`src/rtl/matrix_result_tx_formatter.sv`:
```
// Prints a snapshot of a signed m x n matrix as ASCII decimal text, row-major,
// space-separated, CR LF per row, one byte at a time over a valid/ready link.
module matrix_result_tx_formatter #(
  parameter int unsigned MAX_DIM = 5,
  parameter int unsigned ELEM_W  = 16
) (
  input  logic                                clk,
  input  logic                                rst_n,
  input  logic                                start,
  input  logic [3:0]                          mat_m,
  input  logic [3:0]                          mat_n,
  input  logic [MAX_DIM*MAX_DIM*ELEM_W-1:0]   mat_flat,
  output logic [7:0]                          tx_data,
  output logic                                tx_valid,
  input  logic                                tx_ready,
  output logic                                busy,
  output logic                                done,
  output logic                                err
);

  localparam int unsigned NUM_EL = MAX_DIM * MAX_DIM;
  localparam int unsigned FLAT_W = NUM_EL * ELEM_W;
  localparam int unsigned MAG_W  = ELEM_W + 1;
  localparam int unsigned IDX_W  = $clog2(NUM_EL);

  typedef enum logic [3:0] {
    S_IDLE, S_CHK, S_LOAD, S_SIGN, S_DIGIT, S_SEP, S_CR, S_LF, S_DONE
  } state_t;

  state_t              state;
  logic [3:0]          m_q, n_q;
  logic [FLAT_W-1:0]   mat_q;
  logic [2:0]          r, c;
  logic [MAG_W-1:0]    rem;
  logic [2:0]          pow_idx;
  logic [3:0]          dig;
  logic                started;

  logic [ELEM_W-1:0]   elems [NUM_EL];
  logic [IDX_W-1:0]    idx_c;
  logic [ELEM_W-1:0]   elem_c;
  logic [MAG_W-1:0]    ext_c, mag_c, pow_c;
  logic                xfer_c, bad_c, last_col_c, last_row_c;

  // Element select and magnitude; the extra bit lets -32768 become +32768.
  always_comb begin
    for (int k = 0; k < int'(NUM_EL); k++) elems[k] = mat_q[k*ELEM_W +: ELEM_W];
    idx_c  = IDX_W'(r) * IDX_W'(MAX_DIM) + IDX_W'(c);
    elem_c = elems[idx_c];
    ext_c  = {elem_c[ELEM_W-1], elem_c};
    mag_c  = elem_c[ELEM_W-1] ? (~ext_c + MAG_W'(1)) : ext_c;
  end

  always_comb begin
    case (pow_idx)
      3'd0:    pow_c = MAG_W'(10000);
      3'd1:    pow_c = MAG_W'(1000);
      3'd2:    pow_c = MAG_W'(100);
      3'd3:    pow_c = MAG_W'(10);
      default: pow_c = MAG_W'(1);
    endcase
  end

  assign xfer_c     = tx_valid && tx_ready;
  assign bad_c      = (m_q == 4'd0) || (m_q > 4'(MAX_DIM)) ||
                      (n_q == 4'd0) || (n_q > 4'(MAX_DIM));
  assign last_col_c = ({1'b0, c} == (n_q - 4'd1));
  assign last_row_c = ({1'b0, r} == (m_q - 4'd1));

  // Each byte-sending state raises tx_valid once, then waits for the transfer.
  always_ff @(posedge clk or negedge rst_n) begin
    if (!rst_n) begin
      state    <= S_IDLE;
      tx_data  <= 8'h00;
      tx_valid <= 1'b0;
      busy     <= 1'b0;
      done     <= 1'b0;
      err      <= 1'b0;
      m_q      <= 4'd0;
      n_q      <= 4'd0;
      mat_q    <= '0;
      r        <= 3'd0;
      c        <= 3'd0;
      rem      <= '0;
      pow_idx  <= 3'd0;
      dig      <= 4'd0;
      started  <= 1'b0;
    end else begin
      done <= 1'b0;
      err  <= 1'b0;
      case (state)
        S_IDLE: begin
          busy <= 1'b0;
          if (start && !busy) begin
            m_q   <= mat_m;
            n_q   <= mat_n;
            mat_q <= mat_flat;
            busy  <= 1'b1;
            state <= S_CHK;
          end
        end
        S_CHK: begin
          if (bad_c) begin
            done  <= 1'b1;
            err   <= 1'b1;
            busy  <= 1'b0;
            state <= S_IDLE;
          end else begin
            r     <= 3'd0;
            c     <= 3'd0;
            state <= S_LOAD;
          end
        end
        S_LOAD: begin
          rem     <= mag_c;
          pow_idx <= 3'd0;
          dig     <= 4'd0;
          started <= 1'b0;
          state   <= elem_c[ELEM_W-1] ? S_SIGN : S_DIGIT;
        end
        S_SIGN: begin
          if (xfer_c) begin
            tx_valid <= 1'b0;
            state    <= S_DIGIT;
          end else if (!tx_valid) begin
            tx_valid <= 1'b1;
            tx_data  <= 8'h2D;
          end
        end
        S_DIGIT: begin
          if (xfer_c) begin
            tx_valid <= 1'b0;
            started  <= 1'b1;
            dig      <= 4'd0;
            if (pow_idx == 3'd4) state <= last_col_c ? S_CR : S_SEP;
            else                 pow_idx <= pow_idx + 3'd1;
          end else if (!tx_valid) begin
            if (rem >= pow_c) begin
              rem <= rem - pow_c;
              dig <= dig + 4'd1;
            end else if ((dig != 4'd0) || started || (pow_idx == 3'd4)) begin
              tx_valid <= 1'b1;
              tx_data  <= 8'h30 + 8'(dig);
            end else begin
              pow_idx <= pow_idx + 3'd1;
            end
          end
        end
        S_SEP: begin
          if (xfer_c) begin
            tx_valid <= 1'b0;
            c        <= c + 3'd1;
            state    <= S_LOAD;
          end else if (!tx_valid) begin
            tx_valid <= 1'b1;
            tx_data  <= 8'h20;
          end
        end
        S_CR: begin
          if (xfer_c) begin
            tx_valid <= 1'b0;
            state    <= S_LF;
          end else if (!tx_valid) begin
            tx_valid <= 1'b1;
            tx_data  <= 8'h0D;
          end
        end
        S_LF: begin
          if (xfer_c) begin
            tx_valid <= 1'b0;
            if (last_row_c) begin
              state <= S_DONE;
            end else begin
              r     <= r + 3'd1;
              c     <= 3'd0;
              state <= S_LOAD;
            end
          end else if (!tx_valid) begin
            tx_valid <= 1'b1;
            tx_data  <= 8'h0A;
          end
        end
        S_DONE: begin
          done  <= 1'b1;
          state <= S_IDLE;
        end
        default: state <= S_IDLE;
      endcase
    end
  end

endmodule

```
`config.mk`:
```
export PLATFORM = sky130hd
export DESIGN_NAME = matrix_result_tx_formatter
export DESIGN_NICKNAME = d
export VERILOG_FILES = /design/src/rtl/matrix_result_tx_formatter.sv
export SDC_FILE = /design/constraint.sdc
export NUM_CORES = 1
export LEC_CHECK = 0
export BUFFER_PORTS_ARGS = -buffer_cell sky130_fd_sc_hd__buf_4
export CORE_AREA = 3 3 197 199
export DETAILED_ROUTE_END_ITERATION = 6
export DIE_AREA = 0 0 200 202
export PLACE_DENSITY = 0.81
export SYNTH_ARGS = -nofsm -noshare
export SYNTH_HDL_FRONTEND = slang
export SYNTH_SLANG_ARGS = --single-unit
```
`constraint.sdc`:
```
create_clock -name clk -period 9.5 [get_ports clk]
set_input_delay 0.475 -clock clk [delete_from_list [all_inputs] [get_ports clk]]
set_output_delay 0.475 -clock clk [all_outputs]
set_load 0.02 [all_outputs]
```
==> flow_metrics.py, run 1 <==
metrics = {
    "outcome": {
        "outcome": "finished, final reports clean",
    },
    "timing": {
        "period_needed_ps": 4840,
        "max_slew_margin_pct": 19.4,
        "fmax_mhz": 207,
        "worst_slew_pin_slew_ps": 1200,
        "rsz0062_at_grt": "false",
        "setup_tns_ps": 0,
        "period_share_pct": 50.9,
        "setup_violations": 0,
        "skew_ps": 17.6,
        "report.final.slew_viol_count": 0,
        "hold_viol": 0,
    },
    "detailed_routing": {
        "drtIter0Drc": 1074,
        "routed-wl-met3_um": 5230,
        "met1_length_um": 23600,
        "first_pass_iters": 5,
        "vias": 15100,
        "met2WireLength_um": 30600,
        "vias_per_cell": 5.90,
        "drc": 0,
        "wire_per_inst_um": 24.1,
        "antenna_left": 0,
        "wl_um": 61500,
        "top_layer_used": "met5",
    },
    "synth": {
        "synth_seq_cells": 453,
        "synth_top_family_by_area": "multiplexers",
        "syn_area_per_cell_um2": 13.8,
        "synth_xor_area_share_pct": 1.26,
        "synth_area_mm2": 0.0223,
        "synthArstFlopShare_pct": 100,
        "post_synth_num_cell_types": 73,
        "synth_edf_count": 0,
        "yosys-mux-area-fraction_pct": 32.9,
        "synth-adder-area-share_pct": 2.09,
        "ys_warn_count": 0,
        "seq_area_frac_synth_pct": 50.9,
        "yosys.area_share.simple_pct": 4.34,
        "synth_compound_area_share_pct": 5.71,
        "synth_flop_cell": "dfrtp_1",
        "synthCells": 1612,
    },
    "clock_tree": {
        "clockBufferDepth": 3,
        "clk_latency_ps": 590,
        "post_cts_resized": 0,
        "cts.clk_slew.worst_paths_ps": 60,
        "numCtsBuffers": 48,
        "cts_sinks": 453,
        "cts_hold_buf": 1,
        "cts.htree.levels": 2,
        "cts_tree": "done",
        "post_cts_buffers": 0,
        "cts_root_buf": "clkbuf_16",
    },
    "setup_path": {
        "reg2reg_slack_ps": 4660,
        "cp-end-kind": "register",
        "cp_max_fo": 31,
        "critPathKind": "reg -> reg",
        "startpoint_type": "register",
        "crit_required_ps": 9950,
        "worstPathArrival_ps": 5290,
    },
    "grt": {
        "grt_remaining_overflow": 0,
        "antenna_found_initial": 12,
        "gr-usage-all-layers_pct": 30.6,
        "grt_max_degree": 101,
        "grt_pass1_vias": 16400,
        "grt_pass1_wl_um": 94500,
    },
    "worst_hold_path": {
        "hold_path.class": "in -> reg",
    },
    "floorplan": {
        "initial_core_util_pct": 59.5,
        "num_rows": 71,
        "die_h_um": 202,
        "dieArea_mm2": 0.0404,
        "die_width_um": 200,
        "coreArea_mm2": 0.0374,
        "pin_count": 424,
    },
    "finish": {
        "layout-drive-gt1-share_pct": 50.8,
        "final_nets": 2446,
        "fin_cells": 2556,
        "syn_to_final_growth_pct": 24.0,
    },
    "placed_design": {
        "hpwlAfterDp_um": 45200,
        "dpl.cell_count": 2458,
        "portBuffers": 421,
        "gp_congestion": 0.861,
    },
    "flow_run": {
        "maxCapViolCount": 0,
    },
    "power": {
        "powerDensity_mw_per_mm2": 376,
        "irDropWorstVdd_v": 0.000252,
        "power_leakage_nw": 12.4,
    },
}
==> cells by family after synthesis <==
group | count (synthesis)
AO/OA/AOI/OAI | 183
multiplexers | 582
flip-flops | 453
AND/OR/NAND/NOR | 191
other | 1
XOR/XNOR | 32
buffers and inverters | 134
adder cells (fa/ha/maj) | 36
==> layer usage <==
layer  vias up  GRT usage [%]
li1       6779              -
met1      7684           38.5
met2       499           51.0
met3       115           9.65
met4         4           9.47
met5         -              0
==> sequential cells by signal (all words and copies together) (netlist names) <==
signal	flops
n_q	4
state	4
dig	4
busy	1
r	3
rem	17
c	3
m_q	4
done	1
pow_idx	3
mat_q	400
err	1
tx_data	6
started	1
tx_valid	1
==> cells in the final DEF (no fill, tap or decap), types with 4 or more instances in the layout <==
cell / count
o2111ai_1: 4
clkbuf_16: 50
ha_1: 32
or3_1: 6
clkinv_2: 7
buf_4: 436
nand2_1: 45
o21ai_1: 16
a22oi_1: 24
nor2_1: 44
clkbuf_1: 4
nor2b_1: 11
mux2i_1: 86
o21ai_0: 34
dfrtp_1: 453
a31oi_1: 4
a32o_1: 9
diode_2: 10
xor2_1: 4
o211ai_1: 5
inv_1: 26
bufinv_16: 9
xnor2_1: 25
nor3_1: 19
nand3_1: 25
a21o_1: 7
a21oi_1: 29
and3_1: 7
nor3b_1: 4
clkbuf_8: 14
a211oi_1: 5
nand4_1: 9
and2_1: 4
o21a_1: 9
mux4_2: 77
mux2_2: 415
==> cells in the mapped netlist, drive strengths merged (9+ instances only) <==
cell | instances | area [um2]
ha | 34 | 425
nand4 | 9 | 56.3
nand3 | 27 | 148
nor3 | 19 | 95.1
mux2 | 417 | 4700
inv | 27 | 101
o21ai | 50 | 250
mux4 | 77 | 1730
nand2 | 45 | 169
mux2i | 88 | 897
a21oi | 29 | 145
a22oi | 24 | 180
clkbuf | 72 | 270
a32o | 9 | 90.1
buf | 32 | 238
xnor2 | 26 | 228
dfrtp | 453 | 11300
nor2b | 11 | 68.8
nor2 | 44 | 165
o21a | 9 | 67.6
==> worst max-delay path, stage by stage, from the launching register on <==
cell     delay [ps]
dfrtp_1         460
ha_1            330
ha_1            300
inv_1            60
fa_2            520
buf_4           370
nor2b_1         740
a22oi_1         200
a32o_1          340
nor4_2          350
o22ai_2         250
nor4b_2         450
mux2i_1         240
a21oi_1          60
==> report_power, final <==
group          switching [mW]  total, mW  internal, mW
Clock                   0.784       2.09          1.31
Sequential              0.578       3.47          2.90
Combinational            2.36       4.83          2.47
==> through the flow <==
step,area [um2],total power [mW],hold slack (ps),worst slack [ps],util [%]
2_1_floorplan,22300,6.96,179,5630,-
3_3_place_gp,25800,8.10,470,4890,69.0
3_5_place_dp,25800,8.29,485,4760,69.0
4_1_cts,27600,10.4,75.0,4710,73.8
5_1_grt,27600,11.0,91.5,4440,73.8
6_report,27600,10.4,105,4660,73.8
==> cell type report <==
type                            count  area, um2
Sequential cell                   453      11300
Multi-Input combinational cell   1026      10400
Fill cell                        2404       9780
Timing Repair Buffer              439       3320
Clock buffer                       68       1460
Tap cell                          511        639
Clock inverter                     19        337
Inverter                           30        113
Antenna cell                       10       25.0
==> final timing paths <==
path | from | end | depth (start not counted)
worst max-delay path | r[0]$_DFFE_PN0P_ | rem[13]$_DFFE_PN0P_ | 13
worst min-delay path | tx_ready | tx_valid$_DFFE_PN0P_ | 2
worst max register to register | r[0]$_DFFE_PN0P_ | rem[13]$_DFFE_PN0P_ | 13
worst min register to register | tx_data[1]$_DFFE_PN0P_ | tx_data[1]$_DFFE_PN0P_ | 2
max in group asynchronous | rst_n | mat_q[169]$_DFFE_PN0P_ | 3
min in group asynchronous | rst_n | mat_q[376]$_DFFE_PN0P_ | 2
(Power assumes the default switching activity.)
==> run 2: changes to the inputs <==
--- a/config.mk
+++ b/config.mk
@@ -6,10 +6,10 @@
 export NUM_CORES = 1
 export LEC_CHECK = 0
 export BUFFER_PORTS_ARGS = -buffer_cell sky130_fd_sc_hd__buf_4
-export CORE_AREA = 3 3 197 199
+export CORE_AREA = 3 3 204 206
 export DETAILED_ROUTE_END_ITERATION = 6
-export DIE_AREA = 0 0 200 202
-export PLACE_DENSITY = 0.81
+export DIE_AREA = 0 0 207 209
+export PLACE_DENSITY = 0.76
 export SYNTH_ARGS = -nofsm -noshare
 export SYNTH_HDL_FRONTEND = slang
 export SYNTH_SLANG_ARGS = --single-unit
==> constraint.sdc (replaced) <==
create_clock -name clk -period 4.9 [get_ports clk]
set_input_delay 0.245 -clock clk [delete_from_list [all_inputs] [get_ports clk]]
set_output_delay 0.245 -clock clk [all_outputs]
set_load 0.02 [all_outputs]
==> flow_metrics.py, run 2 (same netlist as run 1, synthesis figures left out) <==
metrics = {
    "timing": {
        "period_share_pct": 90.6,
        "worst_slew_pin_slew_ps": 1190,
        "rsz0062_at_grt": "false",
        "max_slew_margin_pct": 20.6,
        "hold_viol": 0,
        "report.final.slew_viol_count": 0,
        "fmax_mhz": 225,
        "skew_ps": 22.4,
        "setup_tns_ps": 0,
        "period_needed_ps": 4440,
        "fin_ws_ps": 462,
        "setup_violations": 0,
    },
    "detailed_routing": {
        "vias": 18000,
        "wire_per_inst_um": 26.7,
        "drc": 0,
        "first_pass_iters": 6,
        "drtIter0Drc": 1700,
        "antenna_left": 0,
        "wl_um": 80000,
        "vias_per_cell": 6.01,
    },
    "power": {
        "powerDensity_mw_per_mm2": 669,
        "irDropWorstVdd_v": 0.000475,
        "power_leakage_nw": 14.2,
        "power_mw": 21.3,
    },
    "clock_tree": {
        "clk_latency_ps": 610,
        "cts_tree": "done",
        "cts.htree.levels": 2,
        "post_cts_resized": 0,
        "numCtsBuffers": 48,
        "cts_sinks": 453,
        "cts_root_buf": "clkbuf_16",
        "clockBufferDepth": 3,
        "cts.clk_slew.worst_paths_ps": 60,
    },
    "grt": {
        "gr-usage-all-layers_pct": 36.3,
        "grt_remaining_overflow": 0,
        "grt_pass1_vias": 19700,
        "grt_pass1_wl_um": 121000,
        "grt_max_degree": 192,
        "antenna_found_initial": 15,
    },
    "placed_design": {
        "dpl.cell_count": 2485,
        "hpwlAfterDp_um": 47200,
        "portBuffers": 421,
        "gp_congestion": 0.915,
        "dp_slack_ps": 531,
        "dpl-instance-area_mm2": 0.0260,
    },
    "worst_hold_path": {
        "hold_path.class": "in -> reg",
    },
    "setup_path": {
        "crit_path_top_delay_cell": "mux4_2",
        "cp-end-kind": "register",
        "startpoint_type": "register",
        "critPathKind": "reg -> reg",
        "path_cells": "ha_1 -> ha_1 -> inv_1 -> fa_2 -> xor2_4 -> buf_4 -> mux4_2 -> mux2i_1 -> nand2_1 -> o41ai_2 -> xnor2_1 -> o21ai_1",
        "crit_required_ps": 5340,
        "cpPeakStageDelay_ps": 600,
        "crit_buf_inv": 2,
        "cp_max_fo": 26,
        "worstPathArrival_ps": 4880,
        "crit_family": "adder cells",
        "cpMostUsedCell": "ha_1",
    },
    "finish": {
        "final_cell_mix": "453 x dfrtp_1, 443 x buf_4, 415 x mux2_2, 410 x dlygate4sd3_1, 86 x mux2i_1",
        "layout-drive-gt1-share_pct": 42.3,
        "layout_commonest_cell": "dfrtp_1",
        "fin_cells": 2997,
        "final_nets": 2868,
        "top_register": "mat_q",
        "syn_to_final_growth_pct": 42.7,
        "largest_register_ff_count": 400,
        "final_cell_area_mm2": 0.0318,
        "top_regs": "mat_q (400), rem (17), tx_data (6)",
    },
    "floorplan": {
        "coreArea_mm2": 0.0398,
        "initial_core_util_pct": 55.9,
        "die_h_um": 209,
        "pin_count": 424,
        "dieArea_mm2": 0.0433,
        "die_width_um": 207,
        "num_rows": 73,
    },
    "outcome": {
        "outcome": "finished, final reports clean",
    },
    "flow_run": {
        "maxCapViolCount": 0,
    },
}
run 2: cell count changes in the layout (fill, tap and decap cells not counted), moves of 3 or more:
| cell | change |
|---|---|
| clkbuf_8 | -4 |
| bufinv_16 | -4 |
| diode_2 | +3 |
| buf_12 | +6 |
| clkbuf_1 | +9 |
| buf_4 | +7 |
| dlygate4sd3_1 | +409 |
run 2: area by class of cell:
type,instances,area (um2)
fillers,2067,8050
diodes,13,32.5
multi-input cells,1026,10400
clock inverters,17,249
clock buffers,72,1410
flip-flops and latches,453,11300
well taps,525,657
repair buffers,861,7580
inverters,30,113
run 2: path summary, 6_finish.rpt:
| path | slack, ps | startpoint | endpoint | cells past startpoint |
|---|---|---|---|---|
| max | 460 | r[0]$_DFFE_PN0P_ | rem[14]$_DFFE_PN0P_ | 12 |
| max in group asynchronous | 3250 | rst_n | mat_q[357]$_DFFE_PN0P_ | 3 |
| max reg2reg | 460 | r[0]$_DFFE_PN0P_ | rem[14]$_DFFE_PN0P_ | 12 |
| min reg2reg | 490 | tx_data[3]$_DFFE_PN0P_ | tx_data[3]$_DFFE_PN0P_ | 1 |
| min | 250 | start | state[0]$_DFFE_PN0P_ | 5 |
| min in group asynchronous | 340 | rst_n | mat_q[157]$_DFFE_PN0P_ | 2 |
run 2: metal layers:
layer	part of all wire, %	global-route usage, %
met4	5.6	18.4
met3	7.0	7.81
met5	0.035	0
met2	51	63.4
met1	36	42.4
run 2: power breakdown:
part	leakage (nW)	switching, mW	internal (mW)	total [mW]
logic	7.89	5.16	5.17	10.3
registers	5.46	1.41	5.62	7.03
clock network	0.815	1.63	2.27	3.90
total	14.2	8.19	13.1	21.3
run 2: stage by stage:
step,util (%),hold slack [ps]
4_1_cts,79.7,218
3_3_place_gp,65.2,359
2_1_floorplan,-,-50.6
5_1_grt,79.8,267
3_5_place_dp,65.2,372
6_report,79.8,248
run 2: tightest hold or removal path, cell delays in order:
cell	delay (ps)
buf_4	120
nand2_1	70
a222oi_1	180
nand2_1	110
o22ai_1	70
run 2: timing repair:
item	CTS	global route
buffers inserted	0	0
hold endpoints to repair	514	0
hold buffers	410	0
==> run 3: changes to the inputs <==
--- a/config.mk
+++ b/config.mk
@@ -5,11 +5,13 @@
 export SDC_FILE = /design/constraint.sdc
 export NUM_CORES = 1
 export LEC_CHECK = 0
+export ABC_AREA = 1
 export BUFFER_PORTS_ARGS = -buffer_cell sky130_fd_sc_hd__buf_4
-export CORE_AREA = 3 3 204 206
+export CORE_AREA = 3 3 207 209
 export DETAILED_ROUTE_END_ITERATION = 6
-export DIE_AREA = 0 0 207 209
-export PLACE_DENSITY = 0.76
+export DIE_AREA = 0 0 210 212
+export PLACE_DENSITY = 0.77
 export SYNTH_ARGS = -nofsm -noshare
 export SYNTH_HDL_FRONTEND = slang
 export SYNTH_SLANG_ARGS = --single-unit
+export TNS_END_PERCENT = 20
==> flow_metrics.py, run 3 <==
metrics = {
    "setup_path": {
        "cp_max_fo": 27,
        "startpoint_type": "register",
        "crit_required_ps": 5370,
        "critPathKind": "reg -> reg",
        "worstPathArrival_ps": 4590,
        "cp-end-kind": "register",
    },
    "clock_tree": {
        "numCtsBuffers": 48,
        "cts.clk_slew.worst_paths_ps": 60,
        "cts_root_buf": "clkbuf_16",
        "cts.htree.levels": 2,
        "cts_sinks": 453,
        "clk_latency_ps": 610,
        "cts_tree": "done",
        "clockBufferDepth": 3,
    },
    "timing": {
        "report.final.slew_viol_count": 0,
        "fmax_mhz": 243,
        "setup_tns_ps": 0,
        "worst_slew_pin_slew_ps": 1030,
        "skew_ps": 37.8,
        "period_share_pct": 84.0,
        "fin_ws_ps": 785,
        "max_slew_margin_pct": 31.4,
        "rsz0062_at_grt": "false",
        "setup_violations": 0,
        "period_needed_ps": 4110,
        "hold_viol": 0,
    },
    "synth": {
        "synthMostInstantiatedCell": "dfrtp_1",
        "synth_top_area_share_pct": 48.4,
        "synth_flop_cell": "dfrtp_1",
        "synth_area_mm2": 0.0234,
        "ys_warn_count": 0,
        "synth_seq_cells": 453,
        "post_synth_num_cell_types": 57,
        "synthArstFlopShare_pct": 100,
        "synth_top_area_cell": "dfrtp_1",
        "synth_edf_count": 0,
        "syn_area_per_cell_um2": 8.64,
        "synth.area.top_cells": "dfrtp_1 48%, mux2_2 11%, nor2_1 7.2%",
        "synthCells": 2712,
        "seq_area_frac_synth_pct": 48.4,
        "synth_commonest_cells": "453 x dfrtp_1, 452 x nor2_1, 413 x nand2_1",
    },
    "placed_design": {
        "gp_congestion": 0.976,
        "dpl-instance-area_mm2": 0.0268,
        "dp_slack_ps": 899,
        "portBuffers": 421,
        "hpwlAfterDp_um": 53900,
    },
    "detailed_routing": {
        "wl_um": 95400,
        "wire_per_inst_um": 23.6,
        "vias_per_cell": 5.97,
        "drtIter0Drc": 3129,
        "first_pass_iters": 7,
        "drc": 0,
        "antenna_left": 0,
        "vias": 24100,
    },
    "power": {
        "power_mw": 25.6,
        "powerDensity_mw_per_mm2": 787,
        "irDropWorstVdd_v": 0.000730,
        "power_leakage_nw": 15.9,
    },
    "finish": {
        "final_cell_area_mm2": 0.0325,
        "layout-drive-gt1-share_pct": 23.3,
        "top_register": "mat_q",
        "largest_register_ff_count": 400,
        "syn_to_final_growth_pct": 38.8,
        "nFillCells": 2317,
        "top_regs": "mat_q (400), rem (17), tx_data (6)",
        "layout_commonest_cell": "dfrtp_1",
        "final_nets": 3917,
        "final_cell_mix": "453 x dfrtp_1, 452 x nor2_1, 447 x buf_4, 412 x nand2_1, 408 x dlygate4sd3_1",
    },
    "grt": {
        "grt_max_degree": 134,
        "grt_pass1_wl_um": 145000,
        "antenna_found_initial": 9,
        "gr-usage-all-layers_pct": 42.5,
        "grt_pass1_vias": 25000,
        "grt_remaining_overflow": 0,
    },
    "floorplan": {
        "coreArea_mm2": 0.0410,
        "pin_count": 424,
        "die_width_um": 210,
        "dieArea_mm2": 0.0445,
        "initial_core_util_pct": 57.1,
        "die_h_um": 212,
        "num_rows": 74,
    },
    "worst_hold_path": {
        "hold_path.class": "in -> reg",
    },
    "flow_run": {
        "maxCapViolCount": 0,
    },
    "outcome": {
        "outcome": "finished, final reports clean",
    },
}
## run 3: cell count changes after synthesis, sizes merged, moves of 23 or more
| cell | before | now |
|---|---|---|
| buf | 32 | 109 |
| nand3 | 27 | 259 |
| o211ai | 5 | 29 |
| inv | 27 | 250 |
| mux4 | 77 | 0 |
| clkbuf | 72 | 49 |
| nand2 | 45 | 428 |
| o21ai | 50 | 130 |
| nor2 | 44 | 457 |
| a21oi | 29 | 226 |
| mux2i | 88 | 0 |
| a22oi | 24 | 0 |
| mux2 | 417 | 226 |
## run 3: per-layer routing
layer / track usage [%] / share of wire [%]
met1: 51.1 / 35
met5: 1.08 / 0.10
met4: 26.8 / 7.3
met3: 11.0 / 11
met2: 68.8 / 47
## run 3: cell type report
| class | count | area (um2) | share of cell area [%] |
|---|---|---|---|
| flip-flops and latches | 453 | 11300 | 34.9 |
| multi-input cells | 1850 | 10300 | 31.6 |
| repair buffers | 864 | 7610 | 23.4 |
| well taps | 532 | 666 | 2.05 |
| clock buffers | 72 | 1420 | 4.37 |
| diodes | 8 | 20.0 | 0.0616 |
| clock inverters | 14 | 235 | 0.723 |
| inverters | 252 | 955 | 2.94 |
## run 3: worst max-delay path, stage by stage (launching register included)
cell and delay (ps):
dfrtp_1 470, ha_1 330, ha_1 310, inv_1 60, fa_4 780, buf_4 350
nand3_2 260, inv_2 190, nand2_1 70, nand3_1 90, nand2_2 120, inv_2 360
nand2_1 190, nand2_1 110, nand2_1 50, nand3_1 80, nand2_1 60, nand2_1 50
nand2_1 50
## run 3: power breakdown
group | switching, mW | leakage (nW) | internal, mW
sequential | 1.06 | 5.19 | 5.55
combinational | 9.97 | 9.86 | 5.05
clock | 1.63 | 0.819 | 2.32
total | 12.7 | 15.9 | 12.9
## run 3: kinds of logic (layout without fill, tap and decap cells)
logic type	Yosys count	count (layout)	synth area share, %
AND/OR/NAND/NOR	1164	1164	20.7
flip-flops	453	453	48.4
buffers and inverters	410	1202	7.98
AO/OA/AOI/OAI	407	407	9.38
multiplexers	226	226	10.9
adder cells (fa/ha/maj)	36	36	1.99
XOR/XNOR	15	15	0.673
other	1	10	0.0160
## run 3: through the flow
step	cells	hold WS [ps]	utilization, %
final	4045	31.5	79.3
after global routing	4042	22.6	79.3
after CTS	4037	30.7	79.2
after detailed placement	3543	372	65.2
after global placement	3543	359	65.2
after floorplan	2713	-50.6	-
## run 3: what timing repair did
| action | in CTS | in global routing |
|---|---|---|
| hold endpoints to repair | 517 | 0 |
| setup buffers | 0 | 0 |
| resized for setup | 0 | 0 |
| hold buffers | 408 | 0 |
| endpoints found under the setup margin | 0 | 0 |
## run 3: path summary, 6_finish.rpt
path                                         from                     end  slack [ps]  cells past startpoint
setup / recovery                 r[0]$_DFFE_PN0P_      rem[8]$_DFFE_PN0P_         790                     18
hold / removal                       mat_flat[10]   mat_q[10]$_DFFE_PN0P_          30                      3
setup reg to reg                 r[0]$_DFFE_PN0P_      rem[8]$_DFFE_PN0P_         790                     18
hold reg to reg            tx_data[4]$_DFFE_PN0P_  tx_data[4]$_DFFE_PN0P_         490                      2
max in group asynchronous                   rst_n  mat_q[177]$_DFFE_PN0P_        3060                      3
min in group asynchronous                   rst_n   mat_q[90]$_DFFE_PN0P_         280                      2
